--- config.mk ---
export PLATFORM = sky130hd
export DESIGN_NAME = tunnel_painter
export DESIGN_NICKNAME = d
export VERILOG_FILES = /design/src/rtl/tunnel_painter_pkg.sv /design/src/rtl/pipe_isqrt.sv /design/src/rtl/tunnel_painter.sv
export SDC_FILE = /design/constraint.sdc
export NUM_CORES = 1
export LEC_CHECK = 0
export BUFFER_PORTS_ARGS = -buffer_cell sky130_fd_sc_hd__buf_2
export CORE_MARGIN = 10
export CORE_UTILIZATION = 65
export CTS_BUF_LIST = sky130_fd_sc_hd__clkbuf_2 sky130_fd_sc_hd__clkbuf_4 sky130_fd_sc_hd__clkbuf_8
export DETAILED_ROUTE_END_ITERATION = 7
export GPL_TIMING_DRIVEN = 0
export PLACE_DENSITY = 0.83
export SLEW_MARGIN = 20
export SYNTH_ARGS = -nofsm -noshare
export SYNTH_HDL_FRONTEND = slang
export SYNTH_SLANG_ARGS = --single-unit
--- constraint.sdc ---
create_clock -name clk -period 5.4 [get_ports clk]
set_input_delay 1.08 -clock clk [delete_from_list [all_inputs] [get_ports clk]]
set_output_delay 1.08 -clock clk [all_outputs]
set_load 0.005 [all_outputs]
--- src/rtl/tunnel_painter_pkg.sv ---
// Shared definitions for the tunnel painter: palette encodings and pipeline latency.
package tunnel_painter_pkg;

    typedef enum logic [1:0] {
        MODE_RINGS    = 2'd0,
        MODE_GRADIENT = 2'd1,
        MODE_SECTORS  = 2'd2,
        MODE_OFF      = 2'd3
    } mode_t;

    // Pixel-in to rgb-out latency: |d| stage, square stage, sum stage,
    // COORD_W square-root stages, colour stage.
    function automatic int lat_of(input int coord_w);
        return coord_w + 4;
    endfunction

endpackage

--- src/rtl/pipe_isqrt.sv ---
// Pipelined restoring integer square root: root = floor(sqrt(din)), with a valid
// bit and a side-data word carried alongside. OUT_W-1 register stages; the first
// stage resolves the two most significant root bits, every later stage one bit.
module pipe_isqrt #(
    parameter int IN_W   = 13,
    parameter int SIDE_W = 1,
    parameter int OUT_W  = (IN_W + 1) / 2
) (
    input  logic              clk,
    input  logic              reset,
    input  logic              in_valid,
    input  logic [IN_W-1:0]   din,
    input  logic [SIDE_W-1:0] side_in,
    output logic              out_valid,
    output logic [OUT_W-1:0]  root,
    output logic [SIDE_W-1:0] side_out
);

    localparam int STAGES = OUT_W - 1;
    localparam int PAD_W  = 2 * OUT_W;
    localparam int REM_W  = OUT_W + 2;

    // One restoring iteration: bring down a bit pair, try subtracting 4*root+1.
    // Returns {remainder, root}.
    function automatic logic [REM_W+OUT_W-1:0] sq_step(
        input logic [REM_W-1:0] rem,
        input logic [OUT_W-1:0] rt,
        input logic [1:0]       pair
    );
        logic [REM_W-1:0] acc;
        logic [REM_W-1:0] trial;
        acc   = {rem[REM_W-3:0], pair};
        trial = {rt, 2'b01};
        if (acc >= trial) return {acc - trial, rt[OUT_W-2:0], 1'b1};
        else              return {acc, rt[OUT_W-2:0], 1'b0};
    endfunction

    logic [PAD_W-1:0]         dpad;
    logic [REM_W+OUT_W-1:0]   head;
    logic [REM_W+OUT_W-1:0]   nxt    [STAGES];
    logic [REM_W-1:0]         rem_q  [STAGES];
    logic [OUT_W-1:0]         rt_q   [STAGES];
    logic [PAD_W-1:0]         val_q  [STAGES];
    logic [SIDE_W-1:0]        side_q [STAGES];
    logic                     vld_q  [STAGES];

    assign dpad = PAD_W'(din);

    // Next remainder/root for every stage from the previous stage's registers.
    always_comb begin
        nxt = '{default: '0};
        head = sq_step('0, '0, dpad[PAD_W-1 -: 2]);
        nxt[0] = sq_step(head[OUT_W +: REM_W], head[OUT_W-1:0], dpad[PAD_W-3 -: 2]);
        for (int s = 1; s < STAGES; s++) begin
            nxt[s] = sq_step(rem_q[s-1], rt_q[s-1], val_q[s-1][2*(OUT_W-2-s) +: 2]);
        end
    end

    // Valid shift chain; cleared on reset so in-flight data is discarded.
    always_ff @(posedge clk) begin
        if (reset) begin
            for (int s = 0; s < STAGES; s++) vld_q[s] <= 1'b0;
        end else begin
            vld_q[0] <= in_valid;
            for (int s = 1; s < STAGES; s++) vld_q[s] <= vld_q[s-1];
        end
    end

    // Datapath registers; qualified by the valid chain, so no reset needed.
    always_ff @(posedge clk) begin
        rem_q[0]  <= nxt[0][OUT_W +: REM_W];
        rt_q[0]   <= nxt[0][OUT_W-1:0];
        val_q[0]  <= dpad;
        side_q[0] <= side_in;
        for (int s = 1; s < STAGES; s++) begin
            rem_q[s]  <= nxt[s][OUT_W +: REM_W];
            rt_q[s]   <= nxt[s][OUT_W-1:0];
            val_q[s]  <= val_q[s-1];
            side_q[s] <= side_q[s-1];
        end
    end

    assign out_valid = vld_q[STAGES-1];
    assign root      = rt_q[STAGES-1];
    assign side_out  = side_q[STAGES-1];

endmodule

--- src/rtl/tunnel_painter.sv ---
// Tunnel effect pixel shader: distance from a (optionally drifting) centre,
// square root, animated phase, palette, and PWM compare against the subframe.
module tunnel_painter
    import tunnel_painter_pkg::*;
#(
    parameter int COORD_W     = 6,
    parameter int BPC         = 4,
    parameter int SPEED_SHIFT = 2,
    parameter int DRIFT       = 1,
    parameter int MARGIN      = 8
) (
    input  logic               clk,
    input  logic               reset,
    input  logic [9:0]         frame,
    input  logic [7:0]         subframe,
    input  logic [COORD_W-1:0] x,
    input  logic [COORD_W-1:0] y,
    input  logic               in_valid,
    input  logic [1:0]         mode,
    output logic [2:0]         rgb,
    output logic               out_valid
);

    localparam int SQ_W  = 2 * COORD_W;
    localparam int R2_W  = SQ_W + 1;
    localparam int R_W   = COORD_W + 1;
    localparam int PSH   = (BPC <= 5) ? 5 - BPC : 0;
    localparam logic [COORD_W-1:0] CENTRE = COORD_W'(1 << (COORD_W - 1));
    localparam logic [COORD_W-1:0] LO     = COORD_W'(MARGIN);
    localparam logic [COORD_W-1:0] HI     = COORD_W'((1 << COORD_W) - 1 - MARGIN);

    // Frame-edge sampled control and centre state.
    logic [9:0]         frame_q;
    mode_t              mode_q;
    logic [COORD_W-1:0] cx, cy, nx, ny;
    logic               vx_neg, vy_neg;
    logic               frame_edge;

    assign frame_edge = (frame != frame_q);
    assign nx = vx_neg ? cx - COORD_W'(1) : cx + COORD_W'(1);
    assign ny = vy_neg ? cy - COORD_W'(1) : cy + COORD_W'(1);

    // Latch mode/frame and step the centre only when the frame number changes.
    always_ff @(posedge clk) begin
        if (reset) begin
            frame_q <= frame;
            mode_q  <= MODE_RINGS;
            cx      <= CENTRE;
            cy      <= CENTRE;
            vx_neg  <= 1'b0;
            vy_neg  <= 1'b0;
        end else if (frame_edge) begin
            frame_q <= frame;
            mode_q  <= mode_t'(mode);
            if (DRIFT != 0) begin
                cx <= nx;
                cy <= ny;
                if (nx == LO || nx == HI) vx_neg <= ~vx_neg;
                if (ny == LO || ny == HI) vy_neg <= ~vy_neg;
            end
        end
    end

    // Stages 1-3: absolute distances, squares, sum of squares.
    logic               v1, v2, v3;
    logic [COORD_W-1:0] dx, dy;
    logic [SQ_W-1:0]    sqx, sqy;
    logic [R2_W-1:0]    r2;
    logic [BPC-1:0]     sub1, sub2, sub3;

    // Valid bits of the front stages.
    always_ff @(posedge clk) begin
        if (reset) begin
            v1 <= 1'b0;
            v2 <= 1'b0;
            v3 <= 1'b0;
        end else begin
            v1 <= in_valid;
            v2 <= v1;
            v3 <= v2;
        end
    end

    // Front-stage datapath; the centre used is the one registered before this cycle.
    always_ff @(posedge clk) begin
        dx   <= (cx > x) ? cx - x : x - cx;
        dy   <= (cy > y) ? cy - y : y - cy;
        sub1 <= subframe[BPC-1:0];
        sqx  <= SQ_W'(dx) * SQ_W'(dx);
        sqy  <= SQ_W'(dy) * SQ_W'(dy);
        sub2 <= sub1;
        r2   <= R2_W'(sqx) + R2_W'(sqy);
        sub3 <= sub2;
    end

    logic           vs;
    logic [R_W-1:0] r;
    logic [BPC-1:0] subs;

    pipe_isqrt #(
        .IN_W   (R2_W),
        .SIDE_W (BPC),
        .OUT_W  (R_W)
    ) u_isqrt (
        .clk       (clk),
        .reset     (reset),
        .in_valid  (v3),
        .din       (r2),
        .side_in   (sub3),
        .out_valid (vs),
        .root      (r),
        .side_out  (subs)
    );

    // Colour stage: animated phase and palette intensities.
    logic [4:0]     phase;
    logic [BPC-1:0] ir, ig, ib;

    // Palette lookup from the phase under the currently active mode.
    always_comb begin
        phase = 5'(r) - frame_q[SPEED_SHIFT +: 5];
        ir = '0;
        ig = '0;
        ib = '0;
        case (mode_q)
            MODE_RINGS: begin
                if (phase == 5'h1F)     ir = '1;
                if (phase[1:0] == 2'b11) ib = '1;
            end
            MODE_GRADIENT: begin
                ir = BPC'(phase >> PSH);
                ib = ~ir;
            end
            MODE_SECTORS: begin
                case (phase[4:3])
                    2'd0:    ir = '1;
                    2'd1:    ig = '1;
                    2'd2:    ib = '1;
                    default: begin
                        ir = '1;
                        ig = '1;
                        ib = '1;
                    end
                endcase
            end
            default: ;
        endcase
    end

    // Output register: PWM compare, forced dark when not valid.
    always_ff @(posedge clk) begin
        if (reset) begin
            out_valid <= 1'b0;
            rgb       <= 3'b000;
        end else begin
            out_valid <= vs;
            rgb       <= vs ? {ir > subs, ig > subs, ib > subs} : 3'b000;
        end
    end

    logic unused_sub;
    assign unused_sub = ^(subframe >> BPC);

endmodule

Word level (Yosys, flattened, before mapping)
Memory sizes are Yosys's and may differ from the RTL's.
Index checks and enable logic that the tools add are counted.
{ "word_totals": {"n_memories": 5, "wordCells": 117, "ff_bits": 94, "ramBits": 210, "input_bits": 35} }
{ "mem_list": {"columns": ["name", "words", "word_bits", "rd", "rd_clocked_by_memory_dff", "write_ports", "line_no", "text"], "rows": [
  ["u_isqrt.val_q", 6, 14, 5, 0, 6, "pipe_isqrt.sv:43", "logic [PAD_W-1:0] val_q [STAGES];"],
  ["u_isqrt.rem_q", 6, 9, 5, 0, 6, "pipe_isqrt.sv:41", "logic [REM_W-1:0] rem_q [STAGES];"],
  ["u_isqrt.rt_q", 6, 7, 6, 0, 6, "pipe_isqrt.sv:42", "logic [OUT_W-1:0] rt_q [STAGES];"],
  ["u_isqrt.side_q", 6, 4, 6, 0, 6, "pipe_isqrt.sv:44", "logic [SIDE_W-1:0] side_q [STAGES];"],
  ["u_isqrt.vld_q", 6, 1, 6, 0, 6, "pipe_isqrt.sv:45", "logic vld_q [STAGES];"]
]} }
{ "classes": {"magnitude_cmp": 12, "muxes": 30, "addsub": 17, "multipliers": 2, "n_bitwise": 10, "n_reduce_logical": 11, "n_eq_ne": 11} }
{ "op_table": {"columns": ["cell", "n"], "rows": [
  ["$mux W16", 6],
  ["$ge A9 B9 Y1", 6],
  ["$sub A9 B9 Y9", 6],
  ["$mul A6 B6 Y12", 2],
  ["$mux W4", 6],
  ["$mux W6", 4],
  ["$pmux W4 S3", 2],
  ["$sub A6 B6 Y6", 4],
  ["$mux W10", 2],
  ["$mux W14", 1],
  ["$add A12 B12 Y13", 1],
  ["$add A6 B1 Y6 const B", 2],
  ["$eq A6 B4 Y1 const B", 2],
  ["$eq A6 B6 Y1 const B", 2],
  ["$gt A4 B4 Y1", 3],
  ["$gt A6 B6 Y1", 2],
  ["$sub A6 B1 Y6 const B", 2],
  ["$ne A10 B10 Y1", 1],
  ["$mux W1", 9],
  ["$reduce_or A2 Y1", 4],
  ["$eq A2 B2 Y1 const B", 3],
  ["$or A1 B1 Y1", 6],
  ["$eq A5 B5 Y1 const B", 1],
  ["$sub A5 B5 Y5", 1],
  ["other kinds (9)", 15]
]} }

Depth between registers and ports, before layout
Gate-level depths: netlist of run 1.
An unclocked memory read counts as a cell.
{ "depth": {"ltp_word": 7, "depth_mapped": 16, "depth_no_buf": 16} }

Hierarchy
From an unflattened synthesis of run 1, not the netlist that was laid out.
{ "hier_totals": {"hier_cells": 995, "area_unflattened_um2": 10137.2} }
{ "by_module_without_submodules": {"columns": ["mod", "n_inst", "cells_each", "area_per_inst_um2"], "rows": [
  ["tunnel_painter", 1, 668, 6229.7],
  ["pipe_isqrt", 1, 327, 3907.5]
]} }

Least setup slack after synthesis of run 1
No wires, ideal clock.
{ "synth_path": {"kind": "reg2reg", "from": "reg dx[0]", "to": "reg sqx[10]", "path_buffers": 0, "synth_period_minus_slack_ns": 3.602, "setup_slack_ns": 1.798, "setup_time_ns": 0.122, "required_time_ns": 5.278, "arrival_ns": 3.480, "path_stages_with_launch": 13, "cell_sequence": "dfxtp_1 and2_1 fa_1 inv_1 fa_1 fa_1 inv_1 ha_1 and3b_1 o21a_1 o21ai_0 a21boi_0 a311o_1"} }
{ "synth_via": {"elab_chain_len": 1} }
{ "synth_lines": {"columns": ["item", "line_no", "text"], "rows": [
  ["from (decl)", "tunnel_painter.sv:66", "logic [COORD_W-1:0] dx, dy;"],
  ["from (signal assigned)", "tunnel_painter.sv:86", "dx <= (cx > x) ? cx - x : x - cx;"],
  ["$mul A6 B6 Y12", "tunnel_painter.sv:89", "sqx <= SQ_W'(dx) * SQ_W'(dx);"],
  ["to (signal assigned)", "tunnel_painter.sv:89", null],
  ["to (decl)", "tunnel_painter.sv:67", "logic [SQ_W-1:0] sqx, sqy;"]
]} }
No other way between the ends.
A chain may end at the register's enable or synchronous reset.

Worst setup path in the final report of run 1
{ "layout_path": {"from": "reg dx[3]", "to": "reg sqx[10]"} }
Same word-level chain as after synthesis.

==> results.py, run 1 <==
metrics = {
    "critical_path": {
        "path_buf_inv": 3,
        "worst-r2r-cell-count": 14,
        "critical_path.cell_chain": "inv_1, nor2_1, fa_1, inv_1, fa_1, fa_1, inv_1, ha_1, and3b_1, o21a_1, o21ai_0, a21boi_0, nor4_1, a311o_1",
        "cpPeakStageDelay_ns": 0.56,
        "r2r-end": "sqx[10]",
        "endpoint": "sqx[10]",
        "cp_data_required_time_ns": 5.77,
        "r2r-start": "dx[3]",
        "worst_setup_path_end_kind": "flip-flop",
        "crit_arrival_ns": 4.32,
        "cpLargestDelayFamily": "adder cells",
        "cp_slowest_cell": "fa_1",
        "crit_path_start_kind": "flip-flop",
        "cp.depth": 14,
        "crit_start": "dx[3]",
        "critPathKind": "reg2reg",
        "cp_max_fo": 7,
        "rrSetupSlack_ns": 1.45,
    },
    "detailed_routing": {
        "antenna_left": 0,
        "drtIter0Drc": 235,
        "totalWireLength_mm": 16.9,
        "avgRoutedWirePerCell_um": 13.3,
        "vias": 6651,
        "drt_first_pass_iters": 5,
        "vias_per_cell": 5.25,
        "drc": 0,
    },
    "placed_design": {
        "place_ws_ns": 1.53,
        "place_congestion": 0.839,
        "post-dp-hpwl_mm": 12.4,
        "port_buffers": 33,
    },
    "synth": {
        "muxShareOfSynthArea_pct": 3.34,
        "synth.largest_area_cell": "dfxtp_1",
        "syn_avg_cell_area_um2": 10.2,
        "ys_warn_count": 0,
        "synthDistinctLibCells": 59,
        "async_flop_share_pct": 0,
        "synth-xor-area-share_pct": 5.97,
        "synth_edf_count": 10,
        "postSynthCellCount": 988,
        "synth_top_cell_area_share_pct": 39.9,
        "synth_top_family_by_area": "adder cells",
        "synthFlopType": "dfxtp_1",
        "ys_seq_area_share_pct": 42.9,
        "syn_nets": 1167,
        "synth_adder_area_share_pct": 19.7,
        "ys_top_cells_by_area": "dfxtp_1 (40%), ha_1 (15%), fa_1 (4.8%), inv_1 (4.7%), edfxtp_1 (3.0%)",
        "ys_ff_latch": 210,
        "syn_area_um2": 10000,
        "yosys.area_share.simple_pct": 12.7,
        "synth_compound_area_share_pct": 10.1,
    },
    "layout": {
        "syn_to_final_growth_pct": 10.8,
        "post_route_cells_drive_above_1_share_pct": 11.0,
        "num-fill-cells": 1033,
        "nets": 1236,
    },
    "global_routing": {
        "antenna_found_initial": 1,
        "grt_pass1_wl_mm": 29.9,
        "grt_max_degree": 11,
        "grt.total_usage_pct": 17.3,
        "grt_pass1_vias": 6894,
        "overflow": 0,
    },
    "cts": {
        "hold_buffers": 0,
        "cts_buffers": 34,
        "htree_num_levels": 2,
        "cts_tree": "built",
        "numClockSinks": 210,
        "clockBufferDepth": 3,
        "path_clk_slew_ns": 0.06,
        "cts-root-buf": "clkbuf_8",
        "cts_setup_buffers": 0,
        "ctsResizeCount": 0,
        "insertion_delay_ns": 0.50,
    },
    "die": {
        "initial_core_util_pct": 66.3,
        "fp.dieH_um": 144,
        "coreArea_um2": 15100,
        "dieArea_um2": 20800,
        "die_w_um": 144,
        "row_count": 45,
        "io_pins": 39,
    },
    "pwr": {
        "power.density_nw_per_um2": 580,
        "sw_frac_of_total_pct": 34.9,
        "pwr-share-comb_pct": 43.6,
        "p_clk_share_pct": 21.0,
        "ir_worst_vdd_mv": 0.257,
        "seqPwrFrac_pct": 35.4,
        "p_leak_nw": 5.30,
        "p_int_mw": 4.20,
        "net-switching-power_mw": 2.25,
    },
    "sta": {
        "hold_ws_ns": 0.317,
        "hold_violations": 0,
        "clock.fmax_mhz": 253,
        "clock_skew_ns": 0.0199,
        "max_slew_margin_pct": 56.8,
        "finalCritPeriodShare_pct": 73.1,
        "layout_setup_ws_ns": 1.45,
        "slew_viol_final": 0,
        "fin_crit_ns": 3.95,
        "setup_viol": 0,
        "setup_tns_ns": 0,
        "rsz0062_at_grt": "false",
        "tightest_slew_ns": 0.648,
    },
    "run_status": {
        "status": "complete, no violations",
    },
    "job": {
        "maxCapViolCount": 0,
    },
    "hold_path": {
        "hold_class": "reg2reg",
    },
}
==> power groups by stage <==
stage,registers [mW],logic (mW),clock network [mW]
final,2.28,2.81,1.36
after global routing,2.33,3.24,1.46
after CTS,2.28,2.84,1.39
after detailed placement,2.31,2.78,0
after global placement,2.29,2.65,0
after floorplan,2.24,2.29,0
==> state kept, by name (all words and copies together), names as in the netlist, 2 cells and up <==
name and cells:
u_isqrt.rt_q 23, u_isqrt.side_q 24, cx 6, mode_q 2, sub3 4, r2 13
u_isqrt.val_q 32, sub1 4, u_isqrt.rem_q 33, sqy 11, u_isqrt.vld_q 6, sqx 11
rgb 3, dy 6, cy 6, sub2 4, frame_q 10, dx 6
==> worst min-delay path by stage <==
| stage | startpoint | end | slack [ns] | depth (start not counted) |
|---|---|---|---|---|
| after floorplan | sub1[0] | sub2[0] | 0.31 | 0 |
| after global placement | sub2[2] | sub3[2] | 0.31 | 0 |
| after detailed placement | sub1[3] | sub2[3] | 0.31 | 0 |
| after CTS | u_isqrt.side_q[0][0] | u_isqrt.side_q[1][0] | 0.31 | 0 |
| after global routing | u_isqrt.side_q[1][3] | u_isqrt.side_q[2][3] | 0.32 | 0 |
| final | u_isqrt.side_q[0][0] | u_isqrt.side_q[1][0] | 0.32 | 0 |
==> Yosys cell counts (12+ instances only) <==
cell type and count:
nand2_1 32, nor3_1 18, nor2b_1 38, mux2i_1 17
o21a_1 19, xor2_1 33, a21oi_1 41, ha_1 120
nor2_1 64, nand2b_1 24, dfxtp_1 200, inv_1 125
o21ai_0 39, xnor2_1 31, and2_1 22, mux2_2 12
fa_1 24
==> worst register-to-register path, delay by kind of cell (launching register included) <==
kind / cells / cell delay, ns
simple gates: 3 / 0.42
buf+inv: 3 / 0.29
fa+ha+maj: 4 / 1.74
flops: 1 / 0.46
compound gates: 4 / 0.91
==> area by class of cell <==
type	count	area (um^2)	area share [%]
diodes	1	2.50	0.0225
flip-flops and latches	210	4300	38.7
clock inverters	7	62.6	0.562
clock buffers	49	618	5.56
plain buffers	13	58.8	0.529
well taps	188	235	2.11
multi-input cells	640	5210	46.8
inverters	125	469	4.22
repair buffers	33	165	1.48
==> stage by stage <==
step	instance area (um^2)	util, %	power (mW)	cells
global route	11100	73.4	7.03	1265
floorplan	10000	-	4.53	988
CTS	11100	73.4	6.51	1265
global placement	10400	68.9	4.94	1209
finish	11100	73.5	6.45	1266
detailed placement	10400	68.9	5.09	1209
==> layout by cell type, fill, tap and decap left out, types with 32 or more instances in the layout <==
cell type / n
xor2_1: 33
o21ai_0: 39
dfxtp_1: 200
a21oi_1: 41
inv_1: 125
nand2_1: 32
nor2_1: 64
clkbuf_8: 40
nor2b_1: 38
buf_2: 34
ha_1: 120
==> layer usage <==
metal  wire length, um  part of all wire [%]  vias up  track usage [%]
met5                 0                     0        -                0
met2              8520                    50      112             30.9
met3               719                   4.3       32             4.23
met1              7320                    43     3071             19.7
met4               333                   2.0        0             5.69
li1                  -                     -     3436                -
==> logic make-up (layout without fill, tap and decap cells) <==
group	after synthesis	after routing
mux	31	31
flops	210	210
other cells	0	1
compound gates	157	157
fa+ha+maj	144	144
buf+inv	138	227
simple gates	242	242
xor+xnor	66	66
No activity file was read; power rests on OpenSTA's default activity.
==> run 2: changes to the inputs <==
CORE_UTILIZATION = 58   (was 65)
PLACE_DENSITY = 0.78   (was 0.83)
clock period = 3.4 ns   (was 5.4 ns; I/O delays follow)
==> run 2 against run 1 <==
  * The flow now finishes with violations (negative setup slack)
  * Clock skew down 0.0017 ns
  * Utilization down 6.9 points
  * Combinational power up 65%
  * Worst setup slack worse by 1.5 ns
  * Routed wire length down 1.8%
  * Hold slack worse by 0.048 ns
  * Global-route usage down 1.8 points
  * Clock power up 64%
  * Cell area up 2.5%
  * Count of clock-buffer cells in the layout up 4
  * Critical path type unchanged
  * Critical endpoint unchanged
  * Largest power group unchanged
==> results.py, run 2 (synthesis gave the netlist of run 1 again) <==
metrics = {
    "sta": {
        "slew_viol_final": 0,
        "finalCritPeriodShare_pct": 101,
        "clock.fmax_mhz": 292,
        "layout_setup_ws_ns": -0.0204,
        "max_slew_margin_pct": 56.7,
        "hold_violations": 0,
        "setup_viol": 1,
        "tightest_slew_ns": 0.649,
        "fin_crit_ns": 3.42,
        "rsz0062_at_grt": "true",
        "clock_skew_ns": 0.0181,
        "setup_tns_ns": -0.0204,
    },
    "critical_path": {
        "cp_data_required_time_ns": 3.78,
        "critical_path.cell_chain": "and2_4, fa_1, inv_2, fa_1, fa_1, inv_2, ha_4, and3b_1, o21a_1, o21ai_2, a21boi_2, nor4_1, a311o_1",
        "rrSetupSlack_ns": -0.02,
        "critPathKind": "reg2reg",
        "cpPeakStageDelay_ns": 0.55,
        "path_buf_inv": 2,
        "cpLargestDelayFamily": "adder cells",
        "cp_common_cell": "fa_1",
        "cp_slowest_cell": "fa_1",
        "crit_path_start_kind": "flip-flop",
        "crit_arrival_ns": 3.81,
        "worst_setup_path_end_kind": "flip-flop",
        "cp_max_fo": 4,
    },
    "detailed_routing": {
        "totalWireLength_mm": 16.6,
        "vias_per_cell": 5.04,
        "drc": 0,
        "route.met3.wl_um": 864,
        "drt_first_pass_iters": 4,
        "vias": 6644,
        "wl_met2_mm": 8.27,
        "avgRoutedWirePerCell_um": 12.6,
        "antenna_left": 0,
        "drtIter0Drc": 215,
        "top_layer_used": "met4",
        "wl_met1_mm": 7.13,
    },
    "global_routing": {
        "grt.total_usage_pct": 15.4,
        "grt_max_degree": 11,
        "grt_pass1_wl_mm": 29.6,
        "overflow": 0,
        "grt_pass1_vias": 6863,
        "antenna_found_initial": 1,
    },
    "die": {
        "die_w_um": 152,
        "fp.dieH_um": 152,
        "row_count": 48,
        "coreArea_um2": 17100,
        "initial_core_util_pct": 58.7,
        "io_pins": 39,
        "dieArea_um2": 23000,
    },
    "cts": {
        "htree_num_levels": 2,
        "numClockSinks": 210,
        "cts_buffers": 34,
        "hold_buffers": 0,
        "insertion_delay_ns": 0.52,
        "cts_tree": "built",
        "cts-root-buf": "clkbuf_8",
        "clockBufferDepth": 3,
        "path_clk_slew_ns": 0.06,
    },
    "pwr": {
        "power.density_nw_per_um2": 920,
        "ir_worst_vdd_mv": 0.488,
        "pwr-share-comb_pct": 44.3,
        "p_int_mw": 6.86,
        "net-switching-power_mw": 3.63,
        "p_leak_nw": 5.39,
        "seqPwrFrac_pct": 34.5,
        "sw_frac_of_total_pct": 34.6,
        "p_clk_share_pct": 21.3,
    },
    "placed_design": {
        "dpl-instance-area_um2": 10500,
        "port_buffers": 33,
        "place_congestion": 0.857,
        "post-dp-hpwl_mm": 12.5,
    },
    "job": {
        "maxCapViolCount": 0,
    },
    "layout": {
        "syn_to_final_growth_pct": 13.5,
        "top_regs": "u_isqrt.rem_q x33, u_isqrt.val_q x32, u_isqrt.side_q x24",
        "nets": 1246,
        "final_cell_mix": "dfxtp_1 (189), inv_1 (120), ha_1 (119)",
        "post_route_cells_drive_above_1_share_pct": 14.9,
        "layout.cells.most_common": "dfxtp_1",
        "postLayoutCellArea_um2": 11400,
        "regMostFlops": "u_isqrt.rem_q",
        "largest_reg_flops": 33,
    },
    "run_status": {
        "violations": "negative setup slack",
        "status": "complete, but fails checks",
    },
    "hold_path": {
        "hold_class": "in2reg",
    },
}
==> run 2: layout make-up <==
| type | instances | area (um^2) |
|---|---|---|
| tap | 225 | 282 |
| clock buffer | 53 | 679 |
| sequential | 210 | 4340 |
| multi-input combinational | 640 | 5270 |
| inverter | 125 | 469 |
| timing repair buffer | 43 | 253 |
| clock inverter | 8 | 47.5 |
| buffer | 13 | 58.8 |
| fill | 1318 | 5720 |
| antenna | 1 | 2.50 |
==> run 2: path summary, 6_finish.rpt <==
check             depth (start not counted)                  end        start
setup reg to reg                         13              sqx[10]        dx[0]
setup / recovery                         13              sqx[10]        dx[0]
hold reg to reg                           0  u_isqrt.val_q[0][6]        r2[6]
hold / removal                            1              sub1[0]  subframe[0]
==> run 2: timing repair <==
| action | 4_1_cts | 5_1_grt |
|---|---|---|
| gates cloned | 0 | 0 |
| buffers inserted | 6 | 4 |
| pin swaps | 8 | 11 |
| gates resized for setup | 18 | 17 |
| setup endpoints to repair | 7 | 8 |
==> run 2: power by group through the flow <==
stage | clock, mW | sequential, mW | combinational (mW)
finish | 2.23 | 3.61 | 4.64
global route | 2.43 | 3.70 | 5.38
CTS | 2.30 | 3.62 | 4.59
detailed placement | 0 | 3.67 | 4.45
global placement | 0 | 3.64 | 4.27
floorplan | 0 | 3.56 | 3.69
==> run 2: metrics by stage <==
| step | hold slack (ns) | cells | worst slack, ns | total power, mW | util (%) |
|---|---|---|---|---|---|
| floorplan | 0.310 | 988 | 0.0000493 | 7.25 | - |
| global placement | 0.309 | 1246 | -0.203 | 7.92 | 61.4 |
| detailed placement | 0.312 | 1246 | -0.193 | 8.12 | 61.4 |
| CTS | 0.230 | 1313 | -0.0236 | 10.5 | 66.1 |
| global route | 0.237 | 1317 | -0.182 | 11.5 | 66.6 |
| finish | 0.270 | 1318 | -0.0204 | 10.5 | 66.6 |
==> run 2: routing by layer <==
| layer | vias to the layer above | global-route usage (%) |
|---|---|---|
| li1 | 3471 | - |
| met1 | 3043 | 17.3 |
| met2 | 101 | 27.6 |
| met3 | 29 | 3.92 |
| met4 | 0 | 5.82 |
| met5 | - | 0 |
==> run 3: changes to the inputs <==
CORE_UTILIZATION = 55   (was 58)
PLACE_DENSITY = 0.75   (was 0.78)
==> run 3 against run 2 <==
  * The run still ends with negative setup slack left
  * Hold slack lost 0.029 ns
  * Final cell count up 0.23%
  * Maximum frequency decreased by 0.82%
  * Sequential power barely moved
  * Worst setup slack got worse by 0.028 ns
  * Sequential share of layout area shrank 0.34 points
  * Register-to-register slack got worse by 0.03 ns
  * Critical path type unchanged
  * Critical endpoint unchanged
==> results.py, run 3 (synthesis gave the netlist of run 1 again) <==
metrics = {
    "run_status": {
        "status": "complete, but fails checks",
        "violations": "negative setup slack",
    },
    "hold_path": {
        "hold_class": "in2reg",
        "hold_start": "subframe[2]",
    },
    "layout": {
        "regMostFlops": "u_isqrt.rem_q",
        "largest_reg_flops": 33,
        "nets": 1246,
        "multi_input_area_um2": 5300,
        "antenna_cells": 0,
        "post_route_cells_drive_above_1_share_pct": 15.6,
        "syn_to_final_growth_pct": 14.6,
        "top_regs": "u_isqrt.rem_q x33, u_isqrt.val_q x32, u_isqrt.side_q x24",
        "finalNonFillerCells": 1321,
        "final_cell_mix": "dfxtp_1 (189), inv_1 (119), ha_1 (117)",
        "layout.cells.most_common": "dfxtp_1",
        "seqCellArea_um2": 4340,
        "num-fill-cells": 1427,
    },
    "cts": {
        "clockBufferDepth": 3,
        "path_clk_slew_ns": 0.07,
        "insertion_delay_ns": 0.53,
        "cts_buffers": 35,
        "hold_buffers": 0,
        "htree_num_levels": 2,
        "cts-root-buf": "clkbuf_8",
        "cts_tree": "built",
        "numClockSinks": 210,
    },
    "global_routing": {
        "overflow": 0,
        "grt_max_degree": 11,
        "grtUsageMet2_pct": 24.9,
        "grt.busiest_layer": "met2",
        "grt.total_usage_pct": 14.2,
        "met1_usage_pct": 15.9,
        "antenna_found_initial": 1,
        "use_met3_pct": 4.05,
        "grt_pass1_wl_mm": 28.9,
        "grt_pass1_vias": 6705,
    },
    "placed_design": {
        "post-dp-hpwl_mm": 12.5,
        "port_buffers": 33,
        "place_inst": 1250,
        "place_ws_ns": -0.238,
        "place_congestion": 0.842,
    },
    "critical_path": {
        "cpPeakStageDelay_ns": 0.54,
        "cp_common_cell": "fa_1",
        "cp_slowest_cell": "fa_1",
        "worst_setup_path_end_kind": "flip-flop",
        "cpLargestDelayFamily": "adder cells",
        "r2r-start": "dx[1]",
        "cp_max_fo": 3,
        "path_buf_inv": 2,
        "crit_start": "dx[1]",
        "critPathKind": "reg2reg",
        "crit_path_start_kind": "flip-flop",
        "crit_arrival_ns": 3.84,
        "critical_path.cell_chain": "and2_4, fa_1, inv_2, fa_1, fa_1, inv_2, ha_4, and3b_1, o21a_1, o21ai_2, a21boi_2, nor4_1, a311o_1",
        "cp_data_required_time_ns": 3.79,
    },
    "detailed_routing": {
        "drt_first_pass_iters": 5,
        "vias": 6703,
        "avgRoutedWirePerCell_um": 12.9,
        "totalWireLength_mm": 17.0,
        "vias_per_cell": 5.07,
        "antenna_left": 0,
        "drc": 0,
        "drtIter0Drc": 214,
    },
    "sta": {
        "setup_tns_ns": -0.0486,
        "slew_viol_final": 0,
        "layout_setup_ws_ns": -0.0486,
        "setup_viol": 1,
        "clock_skew_ns": 0.0283,
        "fin_crit_ns": 3.45,
        "max_slew_margin_pct": 60.6,
        "finalCritPeriodShare_pct": 101,
        "hold_violations": 0,
        "clock.fmax_mhz": 290,
        "tightest_slew_ns": 0.591,
        "rsz0062_at_grt": "true",
    },
    "pwr": {
        "ir_worst_vdd_mv": 0.588,
        "power.density_nw_per_um2": 947,
        "p_leak_nw": 5.43,
    },
    "die": {
        "initial_core_util_pct": 55.9,
        "io_pins": 39,
        "fp.dieH_um": 155,
        "dieArea_um2": 24100,
        "die_w_um": 155,
        "coreArea_um2": 18000,
        "row_count": 49,
    },
    "job": {
        "maxCapViolCount": 0,
    },
}
[run 3: cell count changes in the layout (fill, tap and decap cells not counted), sizes merged]
cell and change:
clkinvlp +1, clkinv -4, bufinv +4, clkbuf -2
diode -1, buf -1, inv +2
[run 3: cell type report]
cell class              count  area share (%)
flip-flops and latches    210            37.7
well taps                 229            2.49
inverters                 125            4.08
clock buffers              51            5.66
clock inverters            11            1.50
plain buffers              13           0.511
multi-input cells         640            46.0
repair buffers             42            2.02
[run 3: per-layer routing]
layer  routed length (um)  vias up
met2                 8340       96
met5                   13        -
met1                 7610     3111
li1                     -     3459
met4                  348        2
met3                  735       35
[run 3: metrics by stage]
| stage | area (um^2) | hold slack, ns | power, mW | utilization (%) |
|---|---|---|---|---|
| floorplan | 10100 | 0.310 | 7.25 | - |
| global placement | 10500 | 0.310 | 7.93 | 58.5 |
| detailed placement | 10500 | 0.312 | 8.11 | 58.5 |
| CTS | 11400 | 0.202 | 10.9 | 63.6 |
| global route | 11500 | 0.200 | 11.8 | 64.1 |
| finish | 11500 | 0.240 | 10.9 | 64.1 |
[run 3: what timing repair did]
item / in CTS / in global routing
cloned: 0 / 0
gates resized for setup: 22 / 21
pin swaps: 9 / 16
setup endpoints to repair: 7 / 8
setup buffers: 6 / 3
[run 3: report_power, final]
| part | switching (mW) | internal [mW] | total (mW) |
|---|---|---|---|
| sequential | 0.326 | 3.29 | 3.62 |
| combinational | 2.38 | 2.34 | 4.72 |
| clock | 1.01 | 1.55 | 2.56 |
[run 3: worst paths after layout]
check / endpoint / slack [ns] / cells after the start
max: sqx[10] / -0.05 / 13
min: sub1[2] / 0.24 / 1
max reg2reg: sqx[10] / -0.05 / 13
min reg2reg: u_isqrt.side_q[1][1] / 0.31 / 0
